### src/rtl/wb_stage_pkg.sv
// Shared write-back types: register bus widths, load funct3 codes and the
// divider FIFO entry layout.
package wb_stage_pkg;

  localparam int REG_W      = 32;
  localparam int REG_ADDR_W = 5;

  typedef logic [REG_W-1:0]      reg_bus_t;
  typedef logic [REG_ADDR_W-1:0] reg_addr_t;

  localparam logic [2:0] F3_LB  = 3'b000;
  localparam logic [2:0] F3_LH  = 3'b001;
  localparam logic [2:0] F3_LW  = 3'b010;
  localparam logic [2:0] F3_LBU = 3'b100;
  localparam logic [2:0] F3_LHU = 3'b101;

  typedef struct packed {
    reg_addr_t waddr;
    reg_bus_t  wdata;
  } div_entry_t;

endpackage

### src/rtl/wb_stage_load_align.sv
// Load data extraction: selects the byte/halfword addressed by addr_lo from the
// raw memory word and sign- or zero-extends it to a full register value.
module wb_stage_load_align
  import wb_stage_pkg::*;
(
  input  logic [2:0] funct3,
  input  logic [1:0] addr_lo,
  input  reg_bus_t   rdata,
  output reg_bus_t   word
);

  logic [7:0]  byte_sel;
  logic [15:0] half_sel;

  always_comb begin
    case (addr_lo)
      2'd0:    byte_sel = rdata[7:0];
      2'd1:    byte_sel = rdata[15:8];
      2'd2:    byte_sel = rdata[23:16];
      default: byte_sel = rdata[31:24];
    endcase
  end

  // Halfword misalignment is trapped upstream, so only addr_lo[1] matters.
  assign half_sel = addr_lo[1] ? rdata[31:16] : rdata[15:0];

  // NOTE: every path assigns word (default arm included), so no latch is inferred.
  always_comb begin
    case (funct3)
      F3_LB:   word = {{24{byte_sel[7]}}, byte_sel};
      F3_LH:   word = {{16{half_sel[15]}}, half_sel};
      F3_LBU:  word = {24'd0, byte_sel};
      F3_LHU:  word = {16'd0, half_sel};
      default: word = rdata;
    endcase
  end

endmodule

### src/rtl/wb_stage.sv
// Write-back stage: merges in-order MEM results with buffered divider results
// onto the single registered regfile write port, with starvation protection.
module wb_stage
  import wb_stage_pkg::*;
#(
  parameter int DIV_FIFO_DEPTH = 2,
  parameter int STARVE_LIMIT   = 8
) (
  input  logic            clk,
  input  logic            rst,
  input  logic            mem_valid,
  output logic            mem_ready,
  input  logic            mem_wreg,
  input  reg_addr_t       mem_waddr,
  input  reg_bus_t        mem_wdata,
  input  logic            mem_is_load,
  input  logic [2:0]      mem_funct3,
  input  logic [1:0]      mem_addr_lo,
  input  reg_bus_t        mem_rdata,
  input  logic            div_valid,
  output logic            div_ready,
  input  reg_addr_t       div_waddr,
  input  reg_bus_t        div_wdata,
  output logic            we,
  output reg_addr_t       waddr,
  output reg_bus_t        wdata
);

  localparam int PTR_W = (DIV_FIFO_DEPTH > 1) ? $clog2(DIV_FIFO_DEPTH) : 1;
  localparam int CNT_W = $clog2(STARVE_LIMIT + 1);

  div_entry_t       fifo_q [DIV_FIFO_DEPTH];
  logic [PTR_W-1:0] rd_ptr, wr_ptr;
  logic [PTR_W:0]   count;
  logic [CNT_W-1:0] starve_cnt;
  logic             force_drain;

  logic       empty, full;
  logic       mem_useful, enq, drain;
  div_entry_t head;
  reg_bus_t   load_word, mem_data;

  wb_stage_load_align u_load_align (
    .funct3  (mem_funct3),
    .addr_lo (mem_addr_lo),
    .rdata   (mem_rdata),
    .word    (load_word)
  );

  assign empty = (count == '0);
  assign full  = (count == (PTR_W+1)'(DIV_FIFO_DEPTH));

  assign mem_ready = rst & ~force_drain;
  assign div_ready = rst & ~full;

  // A MEM slot that writes nothing (x0 or no wreg) is free for the FIFO head.
  assign mem_useful = mem_valid & mem_ready & mem_wreg & (mem_waddr != '0);
  assign enq        = div_valid & div_ready;
  assign drain      = ~empty & ~mem_useful;
  assign head       = fifo_q[rd_ptr];
  assign mem_data   = mem_is_load ? load_word : mem_wdata;

  // NOTE: FIFO storage has no reset; count/pointers alone define validity.
  always_ff @(posedge clk) begin
    if (enq) fifo_q[wr_ptr] <= '{waddr: div_waddr, wdata: div_wdata};
  end

  // NOTE: all state uses non-blocking assignments so every register samples
  // pre-edge values regardless of statement order.
  always_ff @(posedge clk) begin
    if (!rst) begin
      we          <= 1'b0;
      waddr       <= '0;
      wdata       <= '0;
      rd_ptr      <= '0;
      wr_ptr      <= '0;
      count       <= '0;
      starve_cnt  <= '0;
      force_drain <= 1'b0;
    end else begin
      if (mem_useful) begin
        we    <= 1'b1;
        waddr <= mem_waddr;
        wdata <= mem_data;
      end else if (drain) begin
        we    <= (head.waddr != '0);
        waddr <= head.waddr;
        wdata <= head.wdata;
      end else begin
        we <= 1'b0;
      end

      if (enq)   wr_ptr <= wr_ptr + 1'b1;
      if (drain) rd_ptr <= rd_ptr + 1'b1;

      case ({enq, drain})
        2'b10:   count <= count + 1'b1;
        2'b01:   count <= count - 1'b1;
        default: count <= count;
      endcase

      // Reaching the limit forces exactly one MEM-blocked drain cycle.
      if (empty || drain) begin
        starve_cnt  <= '0;
        force_drain <= 1'b0;
      end else begin
        starve_cnt  <= starve_cnt + 1'b1;
        force_drain <= (starve_cnt == CNT_W'(STARVE_LIMIT - 1));
      end
    end
  end

endmodule

### config.mk
export PLATFORM = sky130hd
export DESIGN_NAME = wb_stage
export DESIGN_NICKNAME = d
export VERILOG_FILES = /design/src/rtl/wb_stage_pkg.sv /design/src/rtl/wb_stage_load_align.sv /design/src/rtl/wb_stage.sv
export SDC_FILE = /design/constraint.sdc
export NUM_CORES = 1
export LEC_CHECK = 0
export BUFFER_PORTS_ARGS = -buffer_cell sky130_fd_sc_hd__buf_4
export CAP_MARGIN = 10
export CORE_ASPECT_RATIO = 0.8
export CORE_MARGIN = 5
export CORE_UTILIZATION = 30
export CTS_BUF_LIST = sky130_fd_sc_hd__clkbuf_2
export CTS_CLUSTER_SIZE = 16
export DETAILED_ROUTE_END_ITERATION = 7
export GPL_TIMING_DRIVEN = 1
export PLACE_DENSITY = 0.48
export SLEW_MARGIN = 20
export SYNTH_ARGS = -nofsm -noshare
export SYNTH_HDL_FRONTEND = slang
export SYNTH_SLANG_ARGS = --single-unit
### constraint.sdc
create_clock -name clk -period 4.3 [get_ports clk]
set_clock_uncertainty 0.1 [all_clocks]
set_input_delay 0.645 -clock clk [delete_from_list [all_inputs] [get_ports clk]]
set_output_delay 0.645 -clock clk [all_outputs]
set_load 0.01 [all_outputs]
==> results of run 1 <==
[synthesized netlist by cell type, types with 5 or more instances]
master / count
or3_1: 7
nor2b_1: 8
nor2_1: 23
o22ai_1: 5
o211ai_1: 6
a32oi_1: 5
dfxtp_1: 48
buf_2: 17
clkbuf_1: 21
mux2_2: 8
a21oi_1: 31
inv_1: 9
o21ai_0: 33
buf_4: 6
nor3_1: 19
a221oi_2: 16
nand2_1: 43
a221oi_1: 9
and3_1: 7
mux2i_1: 44
edfxtp_1: 74
o221ai_1: 12
a22oi_1: 17
[sequential cells by signal, summed over array words and instances (netlist names), named ones only]
signal	count
fifo_q	74
wdata	32
waddr	5
starve_cnt	4
count	2
force_drain	1
rd_ptr	1
we	1
wr_ptr	1
[cell type report]
class                           instances  area, µm²  area share [%]
Clock buffer                           22        110            1.41
Inverter                                9       33.8           0.433
Clock inverter                         10       57.6           0.738
Sequential cell                       122       3180            40.8
Multi-Input combinational cell        342       2470            31.6
Timing Repair Buffer                  203       1620            20.8
Tap cell                              258        323            4.14
[cell families after synthesis]
logic type / synth area share, %
mux: 9.02
compound gates: 20.7
simple gates: 10.7
fa+ha+maj: 0.425
xor+xnor: 0.745
buf+inv: 4.32
flops: 54.1
[tightest hold or removal path: cells and delay by family]
family | cells | cell delay (ns)
simple gates | 1 | 0.05
buf+inv | 1 | 0.11
compound gates | 1 | 0.06
[path summary, 6_finish.rpt]
path	slack [ns]	endpoint
max	1.52	div_ready
min	0.11	waddr[3]
max reg2reg	1.57	fifo_q[0][6]
min reg2reg	0.33	force_drain
[through the flow]
stage / hold WS (ns) / instance area, µm² / instances
after floorplan: 0.317 / 5880 / 520
after global placement: 0.329 / 7230 / 895
after detailed placement: 0.342 / 7230 / 895
after CTS: 0.00364 / 7750 / 962
after global routing: 0.0178 / 7800 / 966
final: 0.109 / 7800 / 966
[layer usage]
layer	track usage [%]	share of wire (%)	vias to the layer above
met5	0	0	-
met4	5.13	1.8	0
met3	5.40	7.5	26
met2	26.0	44	199
met1	23.8	46	2403
li1	-	-	2359
[power by group through the flow]
stage,Sequential [µW],Clock (µW),Combinational [µW]
floorplan,1640,0,1080
finish,1660,583,1670
global placement,1690,0,1620
detailed placement,1700,0,1640
CTS,1670,605,1670
global route,1690,665,1830
==> flow_summary_export.csv, run 1 <==
group,metric,value,unit
run_status,outcome,"completed",
power,internal_power,2400,µW
die,die_w,167,µm
clock_tree,post_cts_buffers,0,
grt,grt_pass1_vias,5003,
die,start_util,30.7,%
cells_and_area,final_util,40.7,%
detailed_routing,drt_first_iter_violations,326,
cells_and_area,synthToLayoutAreaGrowth,32.6,%
setup_path,critical_path_arrival,2.04,ns
setup_path,critical_path.max_stage_delay,0.72,ns
clock_tree,cts_buffer_depth,2,
die,fp.dieH,135,µm
timing,fin_crit,2.78,ns
synthesis,synth_top_area_cell,"edfxtp_1",
clock_tree,insertion_delay,0.70,ns
synthesis,ys.flop_type,"edfxtp_1",
placed_design,place_hpwl,14200,µm
placed_design,portBuffers,156,
power,power_density,501,nW/µm²
grt,grt_pass1_wl,29700,µm
cells_and_area,nFillCells,1919,
placed_design,pre_cts_ws,1.39,ns
synthesis,ys_seq_area_share,54.1,%
synthesis,ys_async_sr_fraction,0,%
hold_path,min_from,"mem_waddr[3]",
synthesis,yosys_warnings,0,
setup_path,worst-path-buf-inv,2,
power,p_comb_share,42.6,%
setup_path,cp_slowest_cell,"dfxtp_1",
timing,setup_ws,1.52,ns
synthesis,synthCells,520,
setup_path,critPathCaptureType,"output pin",
detailed_routing,wirelength,19800,µm
detailed_routing,route.vias.total,4987,
power,peakVddDrop,0.201,mV
power,total_power,3910,µW
cells_and_area,final_common_cell,"buf_4",
timing,max_freq,360,MHz
cells_and_area,mostFrequentLayoutCells,"buf_4 (164), edfxtp_1 (74), dfxtp_1 (47), mux2i_1 (44), nand2_1 (43)",
synthesis,ys_types,54,
clock_tree,hold_buffers,35,
grt,grtUsageTotal,17.2,%
power,swShare,38.6,%
die,core,19100,µm²
timing,worst_pin_slew,1.04,ns
clock_tree,cts_sinks,122,
timing,relSlewSlack,30.5,%
clock_tree,root_buffer,"clkbuf_2",
detailed_routing,drtPass1Iterations,5,
detailed_routing,vias_per_cell,5.16,
grt,grt-ovfl-total,0,
clock_tree,htree_levels,4,
cells_and_area,fin_nets,814,
setup_path,cp-startpoint,"count[0]",
synthesis,synth_area,5880,µm²
power,cellLeakagePower,0.00297,µW
setup_path,cp_num_cells,3,
setup_path,path_cells,"buf_4 > o21a_1 > buf_4",
synthesis,synth_top_area_share,37.8,%
detailed_routing,wire_per_inst,20.5,µm
setup_path,crit_family,"flip-flops",
setup_path,crit_path_start_kind,"flip-flop",
power,pwr-share-clk,14.9,%
setup_path,cp_max_fo,15,
power,p_sw,1510,µW
synthesis,synth-seq-cells,122,
synthesis,syn_nets,639,
hold_path,hold_class,"input pin to flip-flop",
timing,rsz0062_at_grt,"false",
cells_and_area,antenna_cells,0,
clock_tree,cts_tree,"done",
clock_tree,numCtsBuffers,17,
timing,drv_slew,0,
detailed_routing,drcViolationCount,0,
job,maxCapViolations,0,
die,ioPinCount,157,
timing,period_share,64.7,%
die,dieArea,22500,µm²
power,seq_power_share,42.5,%
grt,antenna_found_initial,0,
placed_design,gp_congestion,0.850,
synthesis,synth_enable_flop_cells,74,
timing,fin_setup_tns,0,ns
cells_and_area,drive_above_1_share,32.5,%
setup_path,timing.critical_path.mode_cell,"buf_4",
hold_path,holdPathStages,3,
clock_tree,cts.repair.resized,0,
die,row_count,45,
synthesis,syn_area_per_cell,11.3,µm²
grt,grt_max_degree,51,
timing,finalHoldViolations,0,
timing,final-setup-viol-count,0,
detailed_routing,drtAntennaViolNets,0,
setup_path,crit_type,"flip-flop to output pin",
clock_tree,clk_pin_slew,0.18,ns
synthesis,synth_area_leaders,"edfxtp_1 (38%), dfxtp_1 (16%), mux2i_1 (7.5%)",
setup_path,ff2ff_path_depth,4,
setup_path,critPathRequiredTime,3.56,ns
setup_path,r2r_start,"count[0]",
(Power assumes the default switching activity.)
==> run 2, diff against run 1 <==
Settings changed: ABC_AREA set to 1, PLACE_DENSITY 0.48 to 0.5.
Clock period 4.3 ns to 2.5 ns, I/O delays scaled along.
==> run 2 against run 1 <==
Against the previous run: combinational power is 48% higher; critical endpoint is now wdata[0]; hold slack worse by 0.035 ns; clock power is 110% higher; via count is 4.5% higher; setup slack worse by 1.3 ns; non-clock buffer count is 59 higher; critical path depth is 7 higher; clock-buffer cell count is 2 lower.
==> flow_summary_export.csv, run 2 <==
group,metric,value,unit
run_status,outcome,"completed",
synthesis,syn_nets,783,
timing,holdWs,0.0744,ns
placed_design,portBuffers,156,
detailed_routing,drtAntennaViolNets,0,
setup_path,crit_type,"flip-flop to flip-flop",
clock_tree,cts_sinks,122,
setup_path,worst-path-buf-inv,3,
grt,grt_pass1_vias,5236,
setup_path,worst_r2r_endpoint,"wdata[0]",
setup_path,ff2ff_path_depth,10,
synthesis,ys_seq_area_share,55.3,%
cells_and_area,fin_area,8380,µm²
die,start_util,30.4,%
synthesis,synth.most_common_cell,"nand2_1",
timing,rsz0062_at_grt,"false",
setup_path,cp_max_fo,32,
setup_path,critical_path_arrival,2.79,ns
die,ioPinCount,157,
power,cellLeakagePower,0.00352,µW
grt,grt_pass1_wl,28800,µm
clock_tree,cts_tree,"done",
synthesis,synthTopCellsByCount,"nand2_1 (172), nor2_1 (85), edfxtp_1 (74)",
synthesis,synth_area_leaders,"edfxtp_1 (39%), dfxtp_1 (17%), nand2_1 (11%)",
power,total_power,6320,µW
setup_path,path_cells,"inv_1 > nand2_4 > nor2_4 > nand2_4 > nand2_1 > buf_4 > o21ai_1 > a21oi_1 > dlygate4sd3_1 > nor2_1",
cells_and_area,largest_reg_flops,74,
job,maxCapViolations,0,
cells_and_area,fin_nets,1029,
synthesis,ys.flop_type,"edfxtp_1",
setup_path,crit_path_start_kind,"flip-flop",
setup_path,critical_path.max_stage_delay,0.56,ns
cells_and_area,drive_above_1_share,23.4,%
power,power_density,754,nW/µm²
synthesis,synth_top_area_cell,"edfxtp_1",
synthesis,synth_compound_area_share,11.6,%
detailed_routing,vias_per_cell,4.41,
die,dieArea,22100,µm²
clock_tree,root_buffer,"clkbuf_2",
synthesis,synth_enable_flop_cells,74,
setup_path,crit_family,"buffers and inverters",
timing,drv_slew,0,
cells_and_area,mostFrequentLayoutCells,"nand2_1 (172), buf_4 (163), dlygate4sd3_1 (96), nor2_1 (83), edfxtp_1 (74)",
synthesis,yosys_warnings,0,
detailed_routing,drt_first_iter_violations,323,
cells_and_area,top_regs,"fifo_q: 74 flops, wdata: 32 flops, waddr: 5 flops",
timing,max_freq,431,MHz
setup_path,reg2reg_setup_slack,0.18,ns
detailed_routing,drcViolationCount,0,
synthesis,synth_top_area_share,38.6,%
clock_tree,insertion_delay,0.70,ns
timing,fin_crit,2.32,ns
timing,finalHoldViolations,0,
setup_path,r2r_start,"force_drain",
setup_path,critPathCaptureType,"flip-flop",
timing,final-setup-viol-count,0,
synthesis,synth_fa_ha_area_share,0.435,%
synthesis,syn_area_per_cell,8.66,µm²
timing,period_share,92.8,%
hold_path,worstHoldEndpoint,"wdata[30]",
power,peakVddDrop,0.373,mV
clock_tree,clk_pin_slew,0.19,ns
placed_design,gp_congestion,0.834,
setup_path,timing.critical_path.mode_cell,"nand2_4",
synthesis,synth-simple-area-share,19.8,%
clock_tree,numCtsBuffers,17,
detailed_routing,route.vias.total,5212,
die,core,18900,µm²
synthesis,synth_area,5750,µm²
cells_and_area,final_common_cell,"nand2_1",
clock_tree,cts_buffer_depth,2,
cells_and_area,nFillCells,1946,
synthesis,synthMuxAreaShare,5.57,%
cells_and_area,final_util,44.3,%
setup_path,cp_slowest_cell,"dlygate4sd3_1",
die,die_w,165,µm
placed_design,dpl_cell_area,7190,µm²
grt,grt-ovfl-total,0,
grt,antenna_found_initial,1,
synthesis,ys_async_sr_fraction,0,%
hold_path,min_from,"mem_rdata[30]",
cells_and_area,top_register,"fifo_q",
synthesis,synth_xor_area_share,0.152,%
timing,relSlewSlack,66.8,%
cells_and_area,synthToLayoutAreaGrowth,45.6,%
grt,grtUsageTotal,17.3,%
detailed_routing,drtPass1Iterations,4,
cells_and_area,seq_area,3180,µm²
die,row_count,45,
clock_tree,htree_levels,4,
synthesis,synth-seq-cells,122,
hold_path,holdPathStages,5,
synthesis,synthCells,664,
timing,fin_setup_tns,0,ns
cells_and_area,multi_input_area,2180,µm²
synthesis,synth_top_family_by_area,"simple AND/OR/NAND/NOR gates",
die,fp.dieH,134,µm
placed_design,place_hpwl,12900,µm
detailed_routing,wire_per_inst,16.0,µm
hold_path,hold_class,"input pin to flip-flop",
setup_path,critPathRequiredTime,2.97,ns
grt,grt_max_degree,46,
timing,worst_pin_slew,0.498,ns
synthesis,ys_types,31,
detailed_routing,wirelength,18900,µm
==> run 2: cell types whose count changed in the layout (fill, tap and decap cells not counted), sizes merged, moves of 25 or more <==
cell | previous run | this run
nand2 | 43 | 175
a221oi | 25 | 0
inv | 8 | 59
nor2 | 23 | 87
o21ai | 34 | 75
dlygate4sd3 | 39 | 96
==> run 2: worst max path at each step <==
stage | start | to | slack (ns) | cells past startpoint
after floorplan | rst | fifo_q[0][0] | -0.15 | 5
after global placement | mem_addr_lo[1] | wdata[16] | 0.49 | 7
after detailed placement | mem_addr_lo[1] | wdata[16] | 0.44 | 7
after CTS | force_drain | wdata[0] | 0.17 | 10
after global routing | force_drain | wdata[6] | 0.03 | 10
final | force_drain | wdata[0] | 0.18 | 10
==> run 2: layout make-up <==
cell class              count  area share, %
clock buffers              20           1.19
clock inverters            12           1.51
repair buffers            262           26.8
multi-input cells         448           26.0
well taps                 258           3.85
inverters                  59           2.64
flip-flops and latches    122           38.0
diodes                      1         0.0299
==> run 2: worst min-delay path: cells and delay by family <==
| family | cells | cell delay, ns |
|---|---|---|
| simple gates | 2 | 0.11 |
| compound gates | 2 | 0.25 |
| buf+inv | 1 | 0.10 |
==> run 2: through the flow <==
stage	instances	worst slack (ns)
3_3_place_gp	1053	0.491
4_1_cts	1181	0.173
5_1_grt	1182	0.0259
3_5_place_dp	1053	0.440
6_report	1182	0.181
2_1_floorplan	664	-0.147
==> run 2: power by group <==
part	switching (µW)	internal (µW)	total, µW
Combinational	1370	1090	2470
Sequential	181	2450	2630
Clock	761	464	1220
==> run 2: cell families (layout without fill, tap and decap cells) <==
family	after synthesis	after routing
simple gates	286	286
other cells	0	1
buf+inv	94	353
mux	32	32
flops	122	122
xor+xnor	1	1
fa+ha+maj	2	2
compound gates	127	127
==> run 2: what timing repair did <==
action,CTS,global route
setup endpoints to repair,0,0
hold buffers,96,0
buffers inserted,0,0
gates resized for setup,0,0
hold endpoints to repair,112,0
==> run 2: routing by layer <==
layer / vias to the layer above / part of all wire, % / routed length, µm / GRT usage (%)
li1: 2680 / - / - / -
met1: 2386 / 47 / 8920 / 23.8
met2: 135 / 47 / 8830 / 27.6
met3: 11 / 4.9 / 927 / 3.72
met4: 0 / 1.0 / 198 / 4.76
met5: - / 0 / 0 / 0
==> run 3, diff against run 2 <==
==> constraint.sdc (replaced) <==
create_clock -name clk -period 2.5 [get_ports clk]
set_clock_uncertainty 0.1 [all_clocks]
set_input_delay 0.125 -clock clk [delete_from_list [all_inputs] [get_ports clk]]
set_output_delay 0.125 -clock clk [all_outputs]
set_load 0.01 [all_outputs]
==> run 3 against run 2 <==
Against the previous run: total power shrank 2.7%; hold slack gained 0.013 ns; core utilization grew 3.4 points; clock power shrank 13%; via count grew 6.2%; combinational power is essentially flat.
==> flow_summary_export.csv, run 3 (same netlist as run 2, synthesis figures left out) <==
group,metric,value,unit
run_status,outcome,"completed",
timing,drv_slew,0,
timing,max_freq,411,MHz
timing,finalHoldViolations,0,
power,peakVddDrop,0.416,mV
placed_design,placed_cells,1053,
clock_tree,insertion_delay,0.67,ns
timing,period_share,97.4,%
die,row_count,45,
setup_path,cp_max_fo,26,
grt,grt_max_degree,51,
clock_tree,htree_levels,4,
clock_tree,cts_tree,"done",
cells_and_area,mostFrequentLayoutCells,"nand2_1 (172), dlygate4sd3_1 (165), buf_4 (163), nor2_1 (83), edfxtp_1 (74)",
cells_and_area,final_common_cell,"nand2_1",
detailed_routing,route.vias.total,5534,
power,total_power,6150,µW
die,die_w,165,µm
detailed_routing,wire_per_inst,15.6,µm
cells_and_area,final_cells,1251,
timing,fin_setup_tns,0,ns
detailed_routing,vias_per_cell,4.42,
cells_and_area,fin_area,9030,µm²
timing,rsz0062_at_grt,"false",
detailed_routing,drtPass1Iterations,6,
cells_and_area,largest_reg_flops,74,
placed_design,gp_congestion,0.846,
job,maxCapViolations,0,
setup_path,critPathCaptureType,"flip-flop",
cells_and_area,synthToLayoutAreaGrowth,56.9,%
setup_path,crit_path_start_kind,"input pin",
timing,fin_crit,2.43,ns
grt,grt_pass1_vias,5464,
grt,grtUsageTotal,17.5,%
die,fp.dieH,134,µm
timing,relSlewSlack,65.5,%
clock_tree,numCtsBuffers,17,
clock_tree,clk_pin_slew,0.18,ns
power,cellLeakagePower,0.00379,µW
cells_and_area,fin_nets,1098,
detailed_routing,wirelength,19500,µm
grt,grt_pass1_wl,29700,µm
cells_and_area,top_regs,"fifo_q: 74 flops, wdata: 32 flops, waddr: 5 flops",
setup_path,crit_type,"input pin to flip-flop",
timing,final-setup-viol-count,0,
clock_tree,cts_buffer_depth,2,
timing,worst_pin_slew,0.517,ns
die,core,18900,µm²
die,start_util,30.4,%
cells_and_area,final_util,47.7,%
placed_design,place_hpwl,13100,µm
setup_path,critPathRequiredTime,2.98,ns
die,ioPinCount,157,
detailed_routing,drcViolationCount,0,
grt,grt-ovfl-total,0,
setup_path,critical_path_arrival,2.92,ns
placed_design,dpl_cell_area,7180,µm²
clock_tree,cts_sinks,122,
cells_and_area,drive_above_1_share,21.9,%
cells_and_area,top_register,"fifo_q",
grt,antenna_found_initial,1,
die,dieArea,22100,µm²
hold_path,hold_class,"input pin to flip-flop",
power,power_density,681,nW/µm²
detailed_routing,drtAntennaViolNets,0,
clock_tree,root_buffer,"clkbuf_2",
detailed_routing,drt_first_iter_violations,413,
placed_design,portBuffers,156,
run 3: path summary, 6_finish.rpt:
kind	endpoint	slack [ns]	depth (start not counted)	from
max reg2reg	wdata[15]	0.38	9	force_drain
max	wdata[15]	0.07	11	mem_valid
min reg2reg	rd_ptr	0.36	1	rd_ptr
min	fifo_q[1][32]	0.09	2	div_waddr[0]
run 3: final cells by class:
class                      count  area (µm²)
clock inverter                14         103
inverter                      59         221
antenna                        1        2.50
timing repair buffer         331        2930
clock buffer                  18        90.1
multi-input combinational    448        2180
sequential                   122        3180
tap                          258         323
fill                        1907        9890
run 3: worst max-delay path, cell delays in order:
cell           delay, ns
dlygate4sd3_1       0.54
buf_4               0.10
nand2_1             0.04
dlygate4sd3_1       0.59
nor2_4              0.16
nand2_4             0.09
buf_4               0.25
nor2_1              0.18
nand2_1             0.10
dlygate4sd3_1       0.60
a21oi_1             0.12
run 3: metrics by stage:
step                      hold slack [ns]  setup WS [ns]
final                              0.0879         0.0650
after global placement              0.214          0.685
after floorplan                     0.124         -0.490
after detailed placement            0.213          0.650
after CTS                        0.000121          0.193
after global routing             0.000517         0.0493
run 3: per-layer routing:
layer | up-vias | global-route usage, % | part of all wire [%]
met1 | 2536 | 23.5 | 45
met4 | 0 | 4.57 | 1.8
li1 | 2817 | - | -
met5 | - | 0 | 0
met2 | 163 | 28.9 | 47
met3 | 18 | 3.56 | 5.8
run 3: where the power goes:
part	internal (µW)	switching (µW)	total, µW	leakage (µW)
logic	1090	1380	2470	0.00260
registers	2450	172	2620	0.00107
clock network	262	794	1060	0.000116
run 3: timing repair:
| action | in CTS | in global routing |
|---|---|---|
| gates resized for setup | 0 | 1 |
| buffers inserted | 0 | 0 |
| hold endpoints to repair | 116 | 18 |
| setup endpoints to repair | 0 | 1 |
| hold buffers | 156 | 9 |
